==> src/rtl/moore_control_n.sv <==
// Parametrised Moore sequence controller: inputI edges start/pause/resume a stepping
// sequence, inputS picks direction, outputB shows a one-hot ring or binary count.
module moore_control_n #(
   parameter int WIDTH   = 4,
   parameter int DWELL   = 2,
   parameter int MODE    = 0,
   parameter int ONESHOT = 0
) (
   input  logic             inputClk,
   input  logic             inputReset,
   input  logic             inputI,
   input  logic             inputS,
   output logic [WIDTH-1:0] outputB,
   output logic [1:0]       outputState
);

   localparam int SW = (MODE == 1) ? WIDTH : ((WIDTH > 1) ? $clog2(WIDTH) : 1);
   localparam int DW = (DWELL > 1) ? $clog2(DWELL) : 1;
   localparam logic [SW-1:0] LAST_STEP  = (MODE == 1) ? {SW{1'b1}} : SW'(WIDTH - 1);
   localparam logic [DW-1:0] DWELL_LAST = DW'(DWELL - 1);

   typedef enum logic [1:0] {
      S_IDLE  = 2'b00,
      S_RUN   = 2'b01,
      S_PAUSE = 2'b10
   } state_t;

   state_t           state_q;
   logic [SW-1:0]    step_q;
   logic [DW-1:0]    dwell_q;
   logic             i_prev_q;
   logic [WIDTH-1:0] b_q;

   logic             edge_i;
   logic [SW-1:0]    step_d;
   logic             wrap_d;

   function automatic logic [WIDTH-1:0] pattern(input logic [SW-1:0] s);
      if (MODE == 1) return WIDTH'(s);
      else           return WIDTH'(1) << s;
   endfunction

   // Candidate next step for an advance; only committed when the dwell expires.
   always_comb begin
      edge_i = inputI & ~i_prev_q;
      step_d = step_q;
      wrap_d = 1'b0;
      if (inputS) begin
         wrap_d = (step_q == '0);
         step_d = wrap_d ? LAST_STEP : step_q - SW'(1);
      end else begin
         wrap_d = (step_q == LAST_STEP);
         step_d = wrap_d ? '0 : step_q + SW'(1);
      end
   end

   // NOTE: sequential state uses non-blocking assignments so every register
   // samples pre-edge values, independent of statement order.
   always_ff @(posedge inputClk) begin
      if (inputReset) begin
         state_q  <= S_IDLE;
         step_q   <= '0;
         dwell_q  <= '0;
         b_q      <= '0;
         i_prev_q <= 1'b1;   // inputI held high through reset must not count as an edge
      end else begin
         i_prev_q <= inputI;
         case (state_q)
            S_IDLE: begin
               if (edge_i) begin
                  state_q <= S_RUN;
                  step_q  <= '0;
                  dwell_q <= '0;
                  b_q     <= pattern('0);
               end
            end
            S_RUN: begin
               if (edge_i) begin
                  state_q <= S_PAUSE;    // pause wins over a coincident advance
               end else if (dwell_q == DWELL_LAST) begin
                  dwell_q <= '0;
                  if (wrap_d && (ONESHOT != 0)) begin
                     state_q <= S_IDLE;
                     step_q  <= '0;
                     b_q     <= '0;
                  end else begin
                     step_q <= step_d;
                     b_q    <= pattern(step_d);
                  end
               end else begin
                  dwell_q <= dwell_q + DW'(1);
               end
            end
            S_PAUSE: begin
               if (edge_i) state_q <= S_RUN;
            end
            default: begin
               state_q <= S_IDLE;
               step_q  <= '0;
               dwell_q <= '0;
               b_q     <= '0;
            end
         endcase
      end
   end

   assign outputB     = b_q;
   assign outputState = state_q;

endmodule

==> config.mk <==
export PLATFORM = sky130hd
export DESIGN_NAME = moore_control_n
export DESIGN_NICKNAME = d
export VERILOG_FILES = /design/src/rtl/moore_control_n.sv
export SDC_FILE = /design/constraint.sdc
export NUM_CORES = 1
export LEC_CHECK = 0
export BUFFER_PORTS_ARGS = -buffer_cell sky130_fd_sc_hd__buf_2
export CAP_MARGIN = 20
export CORE_AREA = 2 2 39 41
export DETAILED_ROUTE_END_ITERATION = 6
export DIE_AREA = 0 0 41 43
export GPL_TIMING_DRIVEN = 0
export HOLD_SLACK_MARGIN = 0.03
export PLACE_DENSITY = 0.68
export SLEW_MARGIN = 15
export SYNTH_ARGS = -nofsm -noshare
export SYNTH_HDL_FRONTEND = slang
export SYNTH_SLANG_ARGS = --single-unit
export TNS_END_PERCENT = 1
==> constraint.sdc <==
create_clock -name inputClk -period 1.7 [get_ports inputClk]
set_input_delay 0.17 -clock inputClk [delete_from_list [all_inputs] [get_ports inputClk]]
set_output_delay 0.17 -clock inputClk [all_outputs]
set_load 0.02 [all_outputs]
Word level (Yosys, flattened, before mapping)
Cells that the tools add are included.

Bitwise logic cells: 3. Reduce and logical (&&, ||, !) cells: 6. Muxes and demuxes: 18. Shifts and indexed selects: 1. Equal/unequal tests: 8. $add $sub $neg: 3.

Operators by type and width (number): $mux 2 (8); $mux 4 (3); $pmux 4 s3 (1); $ne 2x2->1 const B (4); $pmux 2 s3 (1); $eq 2x2->1 const B (2); $logic_not 2->1 (2); $pmux 2 s2 (1); $reduce_and 4->1 (1); $shl 1x2->4 const A (1); $mux 1 (3); $pmux 1 s3 (1); $reduce_and 3->1 (1); $add 2x1->2 const B (1); $eq 2x1->1 const B (1); $ne 2x1->1 const B (1); $not 1->1 (2); $reduce_and 2->1 (1); $reduce_or 2->1 (1); $sub 2x1->2 const B (1); $add 1x1->1 const B (1); $and 1x1->1 (1).

Logic and storage cells: 44. Register bits: 10. Output and inout port bits: 6. Input bits: 4.

Depth between registers and ports, before layout
Depth after elaboration: 7. Depth in mapped cells: 6. Gate-level depth less buffers: 6.

Worst setup path after synthesis
No wires, ideal clock.

Path kind: input to register. Start point: input port outputState[0]. End point: register b_q[3] (netlist: outputB[3]). Stages on the path: 6. Path buffers: 1. Data required time: 1641 ps. Path slack: 304 ps. Arrival time: 1337 ps. Cell sequence: dfxtp_1 -> buf_2 -> nand2_1 -> or4_4 -> nor2_2 -> a22o_1.

Longest elaborated chain between the ends: 3. Elaborated cells on any way between the ends: 9. Those cells by class: eq/ne (5); mux (1); bitwise (1); reduce/logical (2).

Ends and longest elaborated chain: start: declaration (line 14) `output logic [1:0] outputState`; $eq 2x1->1, or another cell as far along (line 68) `case (state_q)`; $ne 2x2->1 (no source line) or $not 1->1 (tied branches); $reduce_and 4->1 (no source line); end signal: assignment (line 74) `b_q <= pattern('0);`; end signal: assignment (line 88) `b_q <= pattern(step_d);`; end: declaration (line 32) `logic [WIDTH-1:0] b_q;`.

Parallel ways exist; a longest one is shown, timed or not. A chain may end at the register's enable or synchronous reset.

Worst setup path after layout
Start point: input port step_q[0]. End point: register b_q[3] (netlist: outputB[3]).

Longest elaborated chain between the ends: 7. Elaborated cells on any way between the ends: 11. Those cells by class: add/sub (2); eq/ne (1); shift (1); mux (6); reduce/logical (1).

Ends and longest elaborated chain: start: declaration (line 29) `logic [SW-1:0] step_q;`; $add 2x1->2, or another cell as far along (line 53) `step_d = wrap_d ? '0 : step_q + SW'(1);`; $mux 2 (on tied branches) (line 53, 50); $mux 2 * (line 48) `if (inputS) begin`; $shl 1x2->4 * (line 40) `else return WIDTH'(1) << s;`; $mux 4 * (line 80) `end else if (dwell_q == DWELL_LAST) begin`; $mux 4 * (line 78) `if (edge_i) begin`; $pmux 4 s3 * (line 68).

Mark *: on every way between the ends. The rest lies on a longest branch, timed or not. The select of a mux whose other input is x is not followed.

==> out/summary.txt <==
gr ovfl total -> 0
critical path buffer and inverter count -> 1
Pint -> 0.0003478 W
post-route insts no fill -> 84
Clk Tree Root Cell -> clkbuf_4
met1 usage in global routing -> 15.21%
relative slew slack -> 73.22%
full die area -> 1763 um^2
run status -> completed
post-route minimum period -> 1.508 ns
GR peak layer -> met2
M2 GR Usage -> 18.13%
complex-gate fraction of the synthesized area -> 23.98%
cell total after placement -> 81
# diodes -> 0
clock transition at the registers of the reported paths -> 0.06 ns
Die Height -> 43 um
Total Power -> 0.0004640 W
Sw Ratio -> 25.04%
crit path launch type -> register
Clock Latency Late Sink -> 0.27 ns
Port Buffer Count -> 8
Pleak -> 0.2617 nW
Seq pwr share -> 52.8%
DRC -> 0
# rows -> 14
nets@finish -> 76
Die W -> 41 um
post-synthesis xor/xnor area fraction -> 3.357%
met3 usage -> 7.853%
vias in the first global route -> 367
CTS H-tree depth -> 1
DRT Pass-1 Iters -> 6
Top Family by Delay on Critical Path -> flip-flops
smallest setup slack after layout -> 0.1924 ns
worst-path fanout max -> 4
Top-Level Pins -> 10
Clock Tree Buf Depth -> 2
aggregate global-route resource usage -> 13.28%
Max-Cap Viols -> 0
Synth Area in Simple Gates -> 23.98%
Post-Synthesis Net Count -> 63
net switching power -> 0.0001162 W
worst slew pin tran -> 0.3981 ns
mux cell area share after synthesis -> 0%
Slew Viols, Final -> 0
post-synthesis cell area -> 521.8 um^2
Worst Path Arrival -> 1.67 ns
CP max-delay cell -> dfxtp_1
vias post-DR -> 440
P&R area growth vs syn -> 15.83%
yosys warns -> 0
CP cell instances -> inv_1 -> ha_1 -> xnor2_1 -> nor2_2 -> a22o_1
sequential area share after synthesis -> 38.37%
VDD IR max -> 0.4940 mV
Via-to-Cell Ratio -> 5.238
Detailed Place HPWL -> 719.7 um
hold crit path type -> input port to register
DR iter-0 viols -> 6
hold buffer count at CTS -> 0
Clk network pwr share -> 34.7%
share of layout cells above drive strength 1 -> 29.41%
Routed WL -> 955 um
Setup crit end kind -> register
post-synthesis adder-cell area fraction -> 4.796%
placed cell area -> 581.8 um^2
drt wl/cell -> 11.37 um
largest net degree at the start of global routing -> 10
Yosys reg bits -> 10
largest family of logic cells by synthesized area -> simple AND/OR/NAND/NOR gates
core area -> 1384 um^2
Clock Skew -> 0.004005 ns
setup TNS -> 0 ns
ANT nets after route -> 0
post-route clock period utilization -> 88.68%
Syn Area/Cell -> 9.154 um^2
RSZ-0062 raised after global routing -> false
Setup Crit Path Kind -> register to register
Worst Path Required -> 1.86 ns
postcts setup bufs -> 0
CTS resizes -> 0
Sink Count -> 10
Post-Synthesis Cells -> 57
post-route cell area -> 604.3 um^2
largest stage delay on the critical path -> 0.38 ns
FMAX -> 663.3 MHz
Setup-failing EPs final -> 0
global-route wire length before repair -> 1490 um
Pwr per Cell Area -> 767.9 nW/um^2
initial antenna violation count -> 0
final hold viol count -> 0
CTS tree -> done
total CTS buffers -> 3
placer congestion estimate -> 0.6747
Comb pwr share -> 12.5%
Netlist cell types -> 32
Initial Utilization -> 37.70%
pre-CTS WS -> 0.2138 ns
## stage by stage
step / utilization [%] / hold WS (ns)
2_1_floorplan: - / 0.2766
3_3_place_gp: 42.04 / 0.3858
3_5_place_dp: 42.04 / 0.3958
4_1_cts: 43.67 / 0.1207
5_1_grt: 43.67 / 0.1336
6_report: 43.67 / 0.1222
## synth_stat cells
| master | instances | area share (%) |
|---|---|---|
| o41ai_2 | 1 | 3.1 |
| ha_1 | 2 | 4.8 |
| dfxtp_1 | 10 | 38 |
| a21o_1 | 2 | 2.9 |
| nor2b_1 | 2 | 2.4 |
| a21oi_1 | 2 | 1.9 |
| clkbuf_2 | 1 | 0.96 |
| o31ai_1 | 1 | 1.4 |
| nand2b_1 | 1 | 1.2 |
| nor2_2 | 1 | 1.2 |
| nand2_1 | 3 | 2.2 |
| o21a_1 | 1 | 1.4 |
| o21ai_0 | 1 | 0.96 |
| o21ba_2 | 1 | 1.9 |
| a211oi_1 | 1 | 1.4 |
| nand3_1 | 1 | 0.96 |
| o32a_1 | 1 | 1.9 |
| inv_1 | 5 | 3.6 |
| nor4_1 | 1 | 1.2 |
| buf_2 | 1 | 0.96 |
| or2b_1 | 1 | 1.4 |
| or2_2 | 1 | 1.2 |
| or2_1 | 1 | 1.2 |
| nor3_1 | 1 | 0.96 |
| a32o_1 | 1 | 1.9 |
| nor3_2 | 1 | 1.9 |
| or4_4 | 1 | 2.2 |
| xnor2_1 | 2 | 3.4 |
| nor3b_2 | 1 | 2.4 |
| nor2_1 | 5 | 3.6 |
| a22o_1 | 2 | 3.4 |
| a2bb2oi_1 | 1 | 1.7 |
## power groups by stage
stage / clock (W) / sequential [W] / combinational, W
after CTS: 0.000167 / 0.000245 / 0.0000582
final: 0.000161 / 0.000245 / 0.0000580
after floorplan: 0 / 0.000255 / 0.0000381
after detailed placement: 0 / 0.000251 / 0.0000579
after global placement: 0 / 0.000250 / 0.0000564
after global routing: 0.000175 / 0.000246 / 0.0000642
## sequential cells by signal (all words and copies together), names as in the netlist
name,flops
step_q,2
outputB,4
outputState,2
dwell_q,1
i_prev_q,1
## area by class of cell
cell class / instances / area [um^2]
fill: 141 / 779.5
clock buffer: 3 / 22.52
buffer: 2 / 10.01
inverter: 5 / 18.77
multi-input combinational: 40 / 292.8
timing repair buffer: 8 / 40.04
sequential: 10 / 200.2
tap: 16 / 20.02
## layer usage
layer  part of all wire (%)  vias to the layer above
met5                      0                        -
met4                    3.2                        0
met3                    6.8                        5
met2                     44                       12
met1                     46                      197
li1                       -                      226
## layout by cell type, fill, tap and decap left out
master / instances
nor3_2: 1
xnor2_1: 2
or2b_1: 1
ha_1: 2
nand2_1: 3
nor3b_2: 1
o32a_1: 1
a211oi_1: 1
a32o_1: 1
nor2_2: 1
a22o_1: 2
clkbuf_4: 3
o21ai_0: 1
or2_1: 1
nor2_1: 5
nor2b_1: 2
o31ai_1: 1
buf_2: 9
a21oi_1: 2
o21ba_2: 1
a2bb2oi_1: 1
o41ai_2: 1
nor4_1: 1
clkbuf_2: 1
nand3_1: 1
o21a_1: 1
or4_4: 1
or2_2: 1
inv_1: 5
dfxtp_1: 10
nand2b_1: 1
nor3_1: 1
a21o_1: 2
## cell families after synthesis
group                      Yosys count
xor gates and xnor gates             2
adders and majority gates            2
buffers and inverters                7
AOI/OAI and AO/OA                   15
DFF                                 10
and+or+nand+nor                     21
## final timing paths
kind | startpoint | to | slack [ns] | cells after the start
max | step_q[0] | outputB[3] | 0.19 | 5
min | inputI | i_prev_q | 0.12 | 2
max reg2reg | step_q[0] | outputB[3] | 0.19 | 5
min reg2reg | outputB[2] | outputB[2] | 0.45 | 1
No activity file was read; power rests on OpenSTA's default activity.
